===== src/rtl/gip_rfw_arbiter_pkg.sv =====
// Shared definitions for the register-file write arbiter.
//   RdTypeNone   : destination type meaning "no write"
//   rfw_state_e  : holding-register state (empty / holding one ALU result)
//   rfw_wr_t     : one register-file write (type, register number, data)
package gip_rfw_arbiter_pkg;

  localparam logic [2:0] RdTypeNone = 3'd0;

  typedef enum logic {
    StEmpty = 1'b0,
    StHeld  = 1'b1
  } rfw_state_e;

  typedef struct packed {
    logic [2:0]  rd_type;
    logic [4:0]  rd_r;
    logic [31:0] data;
  } rfw_wr_t;

  function automatic logic rd_is_write(input logic [2:0] rd_type);
    return rd_type != RdTypeNone;
  endfunction

endpackage


===== src/rtl/gip_rfw_arbiter.sv =====
// Register-file write arbiter between the ALU and the memory read-return path.
// Memory cannot stall, so it always wins; a colliding ALU result is parked in a
// one-entry holding register and written on the next memory-free cycle.
// Ports:
//   gip_clock, gip_reset        : clock, synchronous active-high reset
//   alu_rd__type/__r            : ALU destination (type 0 = no write)
//   alu_use_shifter             : pick shifter result over arith/logic result
//   alu_shifter_result          : ALU shifter result
//   alu_arith_logic_result      : ALU arith/logic result
//   mem_rd_valid, mem_rd__*     : memory read-return destination
//   mem_read_data               : memory read data
//   rfw_accepting_alu_rd        : ALU result consumed this cycle (state EMPTY)
//   rfw_wr_valid/__type/__r/_data : registered register-file write
//   alu_stall_count             : saturating count of ALU stall cycles
module gip_rfw_arbiter
  import gip_rfw_arbiter_pkg::*;
(
  input  logic        gip_clock,
  input  logic        gip_reset,
  input  logic [2:0]  alu_rd__type,
  input  logic [4:0]  alu_rd__r,
  input  logic        alu_use_shifter,
  input  logic [31:0] alu_shifter_result,
  input  logic [31:0] alu_arith_logic_result,
  input  logic        mem_rd_valid,
  input  logic [2:0]  mem_rd__type,
  input  logic [4:0]  mem_rd__r,
  input  logic [31:0] mem_read_data,
  output logic        rfw_accepting_alu_rd,
  output logic        rfw_wr_valid,
  output logic [2:0]  rfw_wr__type,
  output logic [4:0]  rfw_wr__r,
  output logic [31:0] rfw_wr_data,
  output logic [15:0] alu_stall_count
);

  rfw_state_e  state_q, state_d;
  rfw_wr_t     hold_q, hold_d;
  rfw_wr_t     wr_q, sel;
  logic        wr_valid_q, sel_valid;
  logic [15:0] stall_q, stall_d;

  logic        alu_req, mem_req;
  rfw_wr_t     alu_wr, mem_wr;

  // A memory return with type none is dropped, not written.
  assign alu_req = rd_is_write(alu_rd__type);
  assign mem_req = mem_rd_valid && rd_is_write(mem_rd__type);

  assign alu_wr = '{rd_type: alu_rd__type, rd_r: alu_rd__r,
                    data: alu_use_shifter ? alu_shifter_result : alu_arith_logic_result};
  assign mem_wr = '{rd_type: mem_rd__type, rd_r: mem_rd__r, data: mem_read_data};

  assign rfw_accepting_alu_rd = (state_q == StEmpty);

  always_comb begin
    sel       = '0;
    sel_valid = 1'b0;
    state_d   = state_q;
    hold_d    = hold_q;
    stall_d   = stall_q;

    if (mem_req) begin
      sel       = mem_wr;
      sel_valid = 1'b1;
      // Collision: park the ALU result so it lands after the memory write.
      if (state_q == StEmpty && alu_req) begin
        hold_d  = alu_wr;
        state_d = StHeld;
      end
    end else if (state_q == StHeld) begin
      sel       = hold_q;
      sel_valid = 1'b1;
      state_d   = StEmpty;
    end else if (alu_req) begin
      sel       = alu_wr;
      sel_valid = 1'b1;
    end

    if (state_q == StHeld && alu_req && stall_q != 16'hFFFF) begin
      stall_d = stall_q + 16'd1;
    end
  end

  always_ff @(posedge gip_clock) begin
    if (gip_reset) begin
      state_q    <= StEmpty;
      hold_q     <= '0;
      wr_q       <= '0;
      wr_valid_q <= 1'b0;
      stall_q    <= 16'd0;
    end else begin
      state_q    <= state_d;
      hold_q     <= hold_d;
      wr_valid_q <= sel_valid;
      stall_q    <= stall_d;
      // Write fields keep their last value on idle cycles.
      if (sel_valid) begin
        wr_q <= sel;
      end
    end
  end

  assign rfw_wr_valid    = wr_valid_q;
  assign rfw_wr__type    = wr_q.rd_type;
  assign rfw_wr__r       = wr_q.rd_r;
  assign rfw_wr_data     = wr_q.data;
  assign alu_stall_count = stall_q;

endmodule

===== config.mk =====
export PLATFORM = sky130hd
export DESIGN_NAME = gip_rfw_arbiter
export DESIGN_NICKNAME = d
export VERILOG_FILES = /design/src/rtl/gip_rfw_arbiter_pkg.sv /design/src/rtl/gip_rfw_arbiter.sv
export SDC_FILE = /design/constraint.sdc
export NUM_CORES = 1
export LEC_CHECK = 0
export CAP_MARGIN = 20
export CORE_MARGIN = 3
export CORE_UTILIZATION = 45
export DETAILED_ROUTE_END_ITERATION = 7
export PLACE_DENSITY = 0.81
export SLEW_MARGIN = 20
export SYNTH_ARGS = -nofsm -noshare
export SYNTH_HDL_FRONTEND = slang
export SYNTH_SLANG_ARGS = --single-unit

===== constraint.sdc =====
create_clock -name gip_clock -period 2 [get_ports gip_clock]
set_clock_uncertainty 0.05 [all_clocks]
set_input_delay 0.4 -clock gip_clock [delete_from_list [all_inputs] [get_ports gip_clock]]
set_output_delay 0.4 -clock gip_clock [all_outputs]
set_load 0.03 [all_outputs]

Word-level counts from Yosys, hierarchy flattened. Cells that the tools add are included.

Bits of input ports: 116. Flip-flop bits (word level): 98. Output and inout bits: 58.

Bitwise gates (word level): 2. Reductions and logical operators: 8. Add/subtract/negate cells: 1. Equality and inequality tests: 1. Mux-type cells: 7.

Operators by type and width (number): $mux W40 (3); $mux W32 (1); $add A16 B1 Y16 const B (1); $ne A16 B16 Y1 const B (1); $reduce_bool A3 Y1 (2); $logic_and A1 B1 Y1 (4); $mux W1 (3); $not A1 Y1 (2); $reduce_and A2 Y1 (1); $reduce_or A2 Y1 (1).

Logic depth before layout (Yosys ltp). Gate-level depths: netlist of run 1.

Depth after elaboration: 4. Depth in mapped cells: 7. Gate-level depth less buffers: 5.

Least setup slack after synthesis of run 1. OpenSTA, ideal clock, no wires.

Kind: reg-to-reg. From: register stall_q[8], in the netlist alu_stall_count[8]. To: register stall_q[15], in the netlist alu_stall_count[15]. Path slack: 123 ps. Required time: 1829 ps. Arrival time: 1706 ps. Clock period less this slack: 1877 ps. Cell stages (with the launch flop): 5. Path through: dfxtp_1 -> and4_1 -> nand3_1 -> a2111oi_2 -> mux2_2.

Word-level cells in the longest chain between the ends: 2.

RTL lines: start, declared (line gip_rfw_arbiter.sv:41) `logic [15:0] stall_q, stall_d;`; start signal, assigned (line gip_rfw_arbiter.sv:96) `stall_q <= stall_d;`; parallel branches: the longest is 2 deep, another holds $add A16 B1 Y16.

Parallel ways; which one is timed is not known. A chain may end at the register's enable or synchronous reset.

Worst setup path after layout of run 1.
From: register stall_q[6], in the netlist alu_stall_count[6]. To: output alu_stall_count[6].

RTL lines: end, declared (line gip_rfw_arbiter.sv:34) `output logic [15:0] alu_stall_count`.

No word-level cell between the ends.

==> results of run 1 <==
[power by group]
part	switching, mW	leakage [nW]	internal, mW
combinational	0.532	1.62	0.539
sequential	0.0785	0.810	2.09
clock	0.653	0.101	0.648
[flip-flops by register name (all words and copies together) (netlist names)]
name and count:
alu_stall_count 16, hold_q 40, state_q 1, rfw_wr_data 32, rfw_wr_valid 1, rfw_wr__type 3
rfw_wr__r 5
[layout make-up]
cell class,count,area (um^2),area share (%)
Multi-Input combinational cell,394,2430,35.5
Tap cell,133,166,2.43
Sequential cell,98,1960,28.6
Clock buffer,14,163,2.37
Timing Repair Buffer,203,2050,29.9
Clock inverter,2,35.0,0.511
Inverter,11,41.3,0.602
[worst max-delay path by stage]
stage,end,depth (start not counted)
3_5_place_dp,rfw_wr_data[21]$_SDFFE_PP0P_,7
2_1_floorplan,alu_stall_count[15]$_SDFFE_PP0P_,4
3_3_place_gp,rfw_wr_data[21]$_SDFFE_PP0P_,7
5_1_grt,alu_stall_count[1]$_SDFFE_PP0P_,6
4_1_cts,alu_stall_count[11],1
6_report,alu_stall_count[6],2
[cell families (layout without fill, tap and decap cells)]
logic type               Yosys count  after routing  synth area share, %
buffers and inverters             59            230                 5.58
AND/OR/NAND/NOR                  169            169                 16.2
adder cells (fa/ha/maj)            1              1                0.270
XOR/XNOR                           2              2                0.378
multiplexers                      37             37                 8.09
flip-flops                        98             98                 42.3
AO/OA/AOI/OAI                    185            185                 27.2
[Yosys cell counts (all sizes together) (5+ instances only)]
| cell | number | share of area [%] |
|---|---|---|
| a211oi | 39 | 6.3 |
| a21oi | 51 | 5.5 |
| buf | 19 | 2.3 |
| clkbuf | 29 | 2.3 |
| dfxtp | 98 | 42 |
| inv | 11 | 0.89 |
| mux2i | 33 | 7.1 |
| nand2 | 90 | 7.3 |
| nand3 | 6 | 0.75 |
| nand4 | 5 | 1.0 |
| nor2 | 47 | 3.8 |
| o21ai | 44 | 4.7 |
| o311ai | 37 | 7.0 |
| or3 | 6 | 0.81 |
[metal layers]
layer / vias to the layer above / global-route usage (%) / share of wire (%) / routed length [um]
met3: 17 / 4.44 / 6.2 / 834
met2: 178 / 41.0 / 51 / 6870
met5: - / 0 / 0 / 0
met4: 0 / 8.57 / 1.9 / 253
met1: 2241 / 28.3 / 41 / 5490
li1: 2345 / - / - / -
[repair_timing]
action	4_1_cts	5_1_grt
pin swaps	0	1
buffers inserted	0	1
setup endpoints to repair	7	11
gates resized for setup	7	6
[metrics by stage]
stage	util (%)	setup WS, ns	cells	hold slack (ns)
global route	69.2	-0.0145	855	0.270
global placement	67.1	-0.134	838	0.389
CTS	69.0	0.0107	854	0.251
floorplan	-	0.123	551	0.383
finish	69.2	0.0570	855	0.276
detailed placement	67.1	-0.227	838	0.396
==> flow_metrics.py, run 1 <==
metrics = {
    "status": {
        "run_status": "completed",
    },
    "critical_path": {
        "worst_ep_arrival_time_ns": 1.49,
        "timing.critical_path.buf_inv": 2,
        "worstSetupEndpointType": "output port",
        "cp_cell_sequence": "buf_4 > clkdlybuf4s50_1",
        "r2r_cells": 6,
        "crit_path_max_fanout": 4,
        "cpPeakStageDelay_ns": 0.67,
        "cp.required_ns": 1.55,
        "slowest_stage": "clkdlybuf4s50_1",
        "worst-setup-path-type": "reg -> out",
        "reg2reg_to": "alu_stall_count[1]$_SDFFE_PP0P_",
        "r2r_slack_ns": 0.12,
        "r2r-start": "alu_stall_count[1]$_SDFFE_PP0P_",
        "worstSetupStartpointType": "register",
        "crit_family": "buffers and inverters",
        "critPathLaunch": "alu_stall_count[6]$_SDFFE_PP0P_",
    },
    "synth": {
        "yosys_warnings": 0,
        "synth_edf_count": 0,
        "syn_nets": 668,
        "yosysSeqAreaShare_pct": 42.3,
        "synth_flop_cell": "dfxtp_1",
        "syn_inst": 551,
        "ys_async_sr_fraction_pct": 0,
        "syn_area_mm2": 0.00464,
        "ys_ff_latch": 98,
        "synth_area_per_cell_um2": 8.42,
        "ys_types": 39,
    },
    "min_path": {
        "hold_path_class": "in -> reg",
        "min_path_cells": 2,
        "hold_end": "alu_stall_count[14]$_SDFFE_PP0P_",
        "hp-start": "gip_reset",
    },
    "detailed_routing": {
        "ant_nets": 0,
        "via_per_inst": 5.59,
        "vias": 4781,
        "wl_per_cell_um": 15.7,
        "remaining_drc_errors": 0,
        "firstDrtPassIters": 4,
        "routed_wl_mm": 13.4,
        "first_iter_violations": 210,
    },
    "clocking": {
        "cts_sinks": 98,
        "numCtsBuffers": 9,
        "cts-htree-levels": 3,
        "tritoncts": "yes",
        "clock_latency_ns": 0.36,
        "hold_buffers": 0,
        "cts_buffer_depth": 2,
        "cts-root-buf": "clkbuf_8",
        "cts.clk_slew.worst_paths_ns": 0.09,
    },
    "pwr": {
        "p_total_mw": 4.54,
        "p_per_area_mw_per_mm2": 663,
        "peakVddDrop_mv": 0.392,
        "p_leak_nw": 2.53,
    },
    "sta": {
        "timing.setup.tns_ns": 0,
        "fmax_mhz": 515,
        "relSlewSlack_pct": 65.3,
        "tightestPinTransition_ns": 0.516,
        "fin_crit_ns": 1.94,
        "hold_viol": 0,
        "finalCritPeriodShare_pct": 97.2,
        "final_max_slew_viol_count": 0,
        "finalSetupViolCount": 0,
    },
    "placed_design": {
        "portBuffers": 173,
        "place_congestion": 0.869,
        "hpwl_mm": 9.69,
        "dpl_cell_area_mm2": 0.00665,
    },
    "die": {
        "die_y_um": 108,
        "start_util_pct": 46.8,
        "design.core.area_mm2": 0.00991,
        "die_w_um": 108,
        "pin_count": 174,
        "rows": 36,
        "die-area_mm2": 0.0116,
    },
    "global_route": {
        "grt_pass1_wl_mm": 21.9,
        "overflow": 0,
        "grt_pass1_vias": 4613,
        "grt_util_all_layers_pct": 23.4,
        "antenna_found_initial": 0,
        "grt_max_degree": 88,
    },
    "cells_and_area": {
        "mostFrequentLayoutCell": "clkdlybuf4s50_1",
        "nFillCells": 786,
        "fin_area_mm2": 0.00685,
        "syn2layout_area_growth_pct": 47.7,
        "drive_gt1_share_pct": 8.31,
        "layout_common_cells": "clkdlybuf4s50_1 (160), dfxtp_1 (97), nand2_1 (90), a21oi_1 (51), nor2_1 (47)",
        "nets": 834,
        "antennaDiodeCount": 0,
    },
    "flow_run": {
        "drv_cap": 0,
    },
}
Note: power is estimated with default switching activity, not from simulation.
==> inputs of run 2 (changes only) <==
Settings changed: CTS_CLUSTER_DIAMETER set to 40, CTS_CLUSTER_SIZE set to 28.
==> results of run 2 <==
The final DEF is identical to that of run 1; final timing and power are the same.
==> inputs of run 3 (changes only) <==
Settings changed: PLACE_DENSITY 0.81 to 0.77.
==> run 3 against run 2 <==
Fmax grew 0.50%. Flip-flop and latch count is the same. Die area is the same. Routed wire length shrank 4.9%. Worst hold slack gained 0.0016 ns. Clock power shrank 8%. Sequential power is essentially flat. First-iteration DRC count shrank 24%. Setup slack gained 0.0097 ns. Global-route usage shrank 1.1 points. Critical endpoint is now alu_stall_count[3]. Highest routed layer unchanged.
==> flow_metrics.py, run 3 (synthesis gave the netlist of run 1 again) <==
metrics = {
    "status": {
        "run_status": "completed",
    },
    "die": {
        "die-area_mm2": 0.0116,
        "pin_count": 174,
        "die_w_um": 108,
        "die_y_um": 108,
        "start_util_pct": 46.8,
        "design.core.area_mm2": 0.00991,
        "rows": 36,
    },
    "pwr": {
        "p_per_area_mw_per_mm2": 644,
        "peakVddDrop_mv": 0.398,
        "p_total_mw": 4.42,
        "p_leak_nw": 2.54,
    },
    "sta": {
        "finalCritPeriodShare_pct": 96.7,
        "rsz0062_at_grt": "no",
        "finalSetupViolCount": 0,
        "fin_crit_ns": 1.93,
        "fin_ws_ns": 0.0667,
        "tightestPinTransition_ns": 0.508,
        "hold_viol": 0,
        "fmax_mhz": 517,
        "relSlewSlack_pct": 65.8,
        "final_max_slew_viol_count": 0,
        "timing.setup.tns_ns": 0,
    },
    "detailed_routing": {
        "ant_nets": 0,
        "vias": 4641,
        "wl_per_cell_um": 14.9,
        "firstDrtPassIters": 4,
        "remaining_drc_errors": 0,
        "routed_wl_mm": 12.8,
        "via_per_inst": 5.41,
        "first_iter_violations": 160,
    },
    "cells_and_area": {
        "largest_register": "hold_q",
        "nFillCells": 817,
        "mostFrequentLayoutCell": "clkdlybuf4s50_1",
        "drive_gt1_share_pct": 8.97,
        "layout.cells.non_filler": 858,
        "syn2layout_area_growth_pct": 47.8,
        "nets": 837,
        "largest_register_ffs": 40,
        "layout_common_cells": "clkdlybuf4s50_1 (160), dfxtp_1 (97), nand2_1 (90), a21oi_1 (51), nor2_1 (47)",
        "antennaDiodeCount": 0,
    },
    "global_route": {
        "grt_util_all_layers_pct": 22.2,
        "grt_pass1_wl_mm": 21.1,
        "grt_max_degree": 88,
        "grt_pass1_vias": 4516,
        "overflow": 0,
        "antenna_found_initial": 0,
    },
    "clocking": {
        "cts_buffer_depth": 2,
        "clock_latency_ns": 0.35,
        "cts-htree-levels": 3,
        "cts.clk_slew.worst_paths_ns": 0.09,
        "cts_sinks": 98,
        "numCtsBuffers": 9,
        "tritoncts": "yes",
        "cts-root-buf": "clkbuf_8",
    },
    "placed_design": {
        "dp_slack_ns": -0.254,
        "hpwl_mm": 9.33,
        "portBuffers": 173,
        "placedCellCount": 841,
        "place_congestion": 0.823,
    },
    "critical_path": {
        "timing.critical_path.buf_inv": 1,
        "worstSetupStartpointType": "register",
        "worstSetupEndpointType": "output port",
        "crit_path_max_fanout": 6,
        "cp.required_ns": 1.55,
        "worst_ep_arrival_time_ns": 1.48,
        "crit_family": "buffers and inverters",
        "slowest_stage": "clkdlybuf4s50_1",
        "cp_cell_sequence": "clkdlybuf4s50_1",
        "worst-setup-path-type": "reg -> out",
        "cpPeakStageDelay_ns": 0.70,
    },
    "min_path": {
        "hold_path_class": "in -> reg",
    },
    "flow_run": {
        "drv_cap": 0,
    },
}
==> run 3: final cells by class <==
cell class	instances	area, um^2	area share [%]
Clock buffer	13	159	2.32
Tap cell	133	166	2.43
Sequential cell	98	1960	28.6
Multi-Input combinational cell	394	2440	35.6
Timing Repair Buffer	206	2060	30.1
Clock inverter	3	23.8	0.347
Inverter	11	41.3	0.602
==> run 3: power by group <==
group / leakage, nW / internal [mW] / total (mW) / switching (mW)
registers: 0.810 / 2.09 / 2.16 / 0.0719
logic: 1.64 / 0.539 / 1.07 / 0.528
clock network: 0.0859 / 0.525 / 1.19 / 0.664
total: 2.54 / 3.16 / 4.42 / 1.26
==> run 3: metrics by stage <==
step / instance area, um^2 / util [%] / hold slack [ns]
detailed placement: 6660 / 67.2 / 0.396
global placement: 6660 / 67.2 / 0.389
floorplan: 4640 / - / 0.383
CTS: 6830 / 68.9 / 0.267
finish: 6860 / 69.2 / 0.278
global route: 6860 / 69.2 / 0.291
==> run 3: worst paths after layout <==
| check | endpoint | cells after the start | startpoint | slack [ns] |
|---|---|---|---|---|
| hold reg to reg | rfw_wr__r[4]$_SDFFE_PP0P_ | 2 | rfw_wr__r[4]$_SDFFE_PP0P_ | 0.40 |
| setup reg to reg | alu_stall_count[0]$_SDFFE_PP0P_ | 6 | alu_stall_count[1]$_SDFFE_PP0P_ | 0.10 |
| setup / recovery | alu_stall_count[3] | 1 | alu_stall_count[3]$_SDFFE_PP0P_ | 0.07 |
| hold / removal | alu_stall_count[14]$_SDFFE_PP0P_ | 2 | gip_reset | 0.28 |
==> run 3: worst reg2reg max path: stages (launching register included) <==
cell and delay [ns]:
dfxtp_1 0.41, ha_2 0.31, nand3_2 0.16, o41ai_4 0.46, buf_4 0.20, xor2_1 0.15
nor2_1 0.05
==> run 3: layer usage <==
layer	vias to the layer above	global-route usage [%]	share of wire, %
li1	2353	-	-
met1	2106	28.1	42
met5	-	0	0
met2	161	38.2	49
met3	21	3.78	6.6
met4	0	7.57	1.8
==> run 3: what timing repair did <==
item / in CTS / in global routing
setup buffers: 0 / 1
pin swaps: 0 / 1
hold buffers: 0 / 0
gates resized for setup: 6 / 7
gates cloned: 0 / 0
endpoints found under the setup margin: 6 / 12
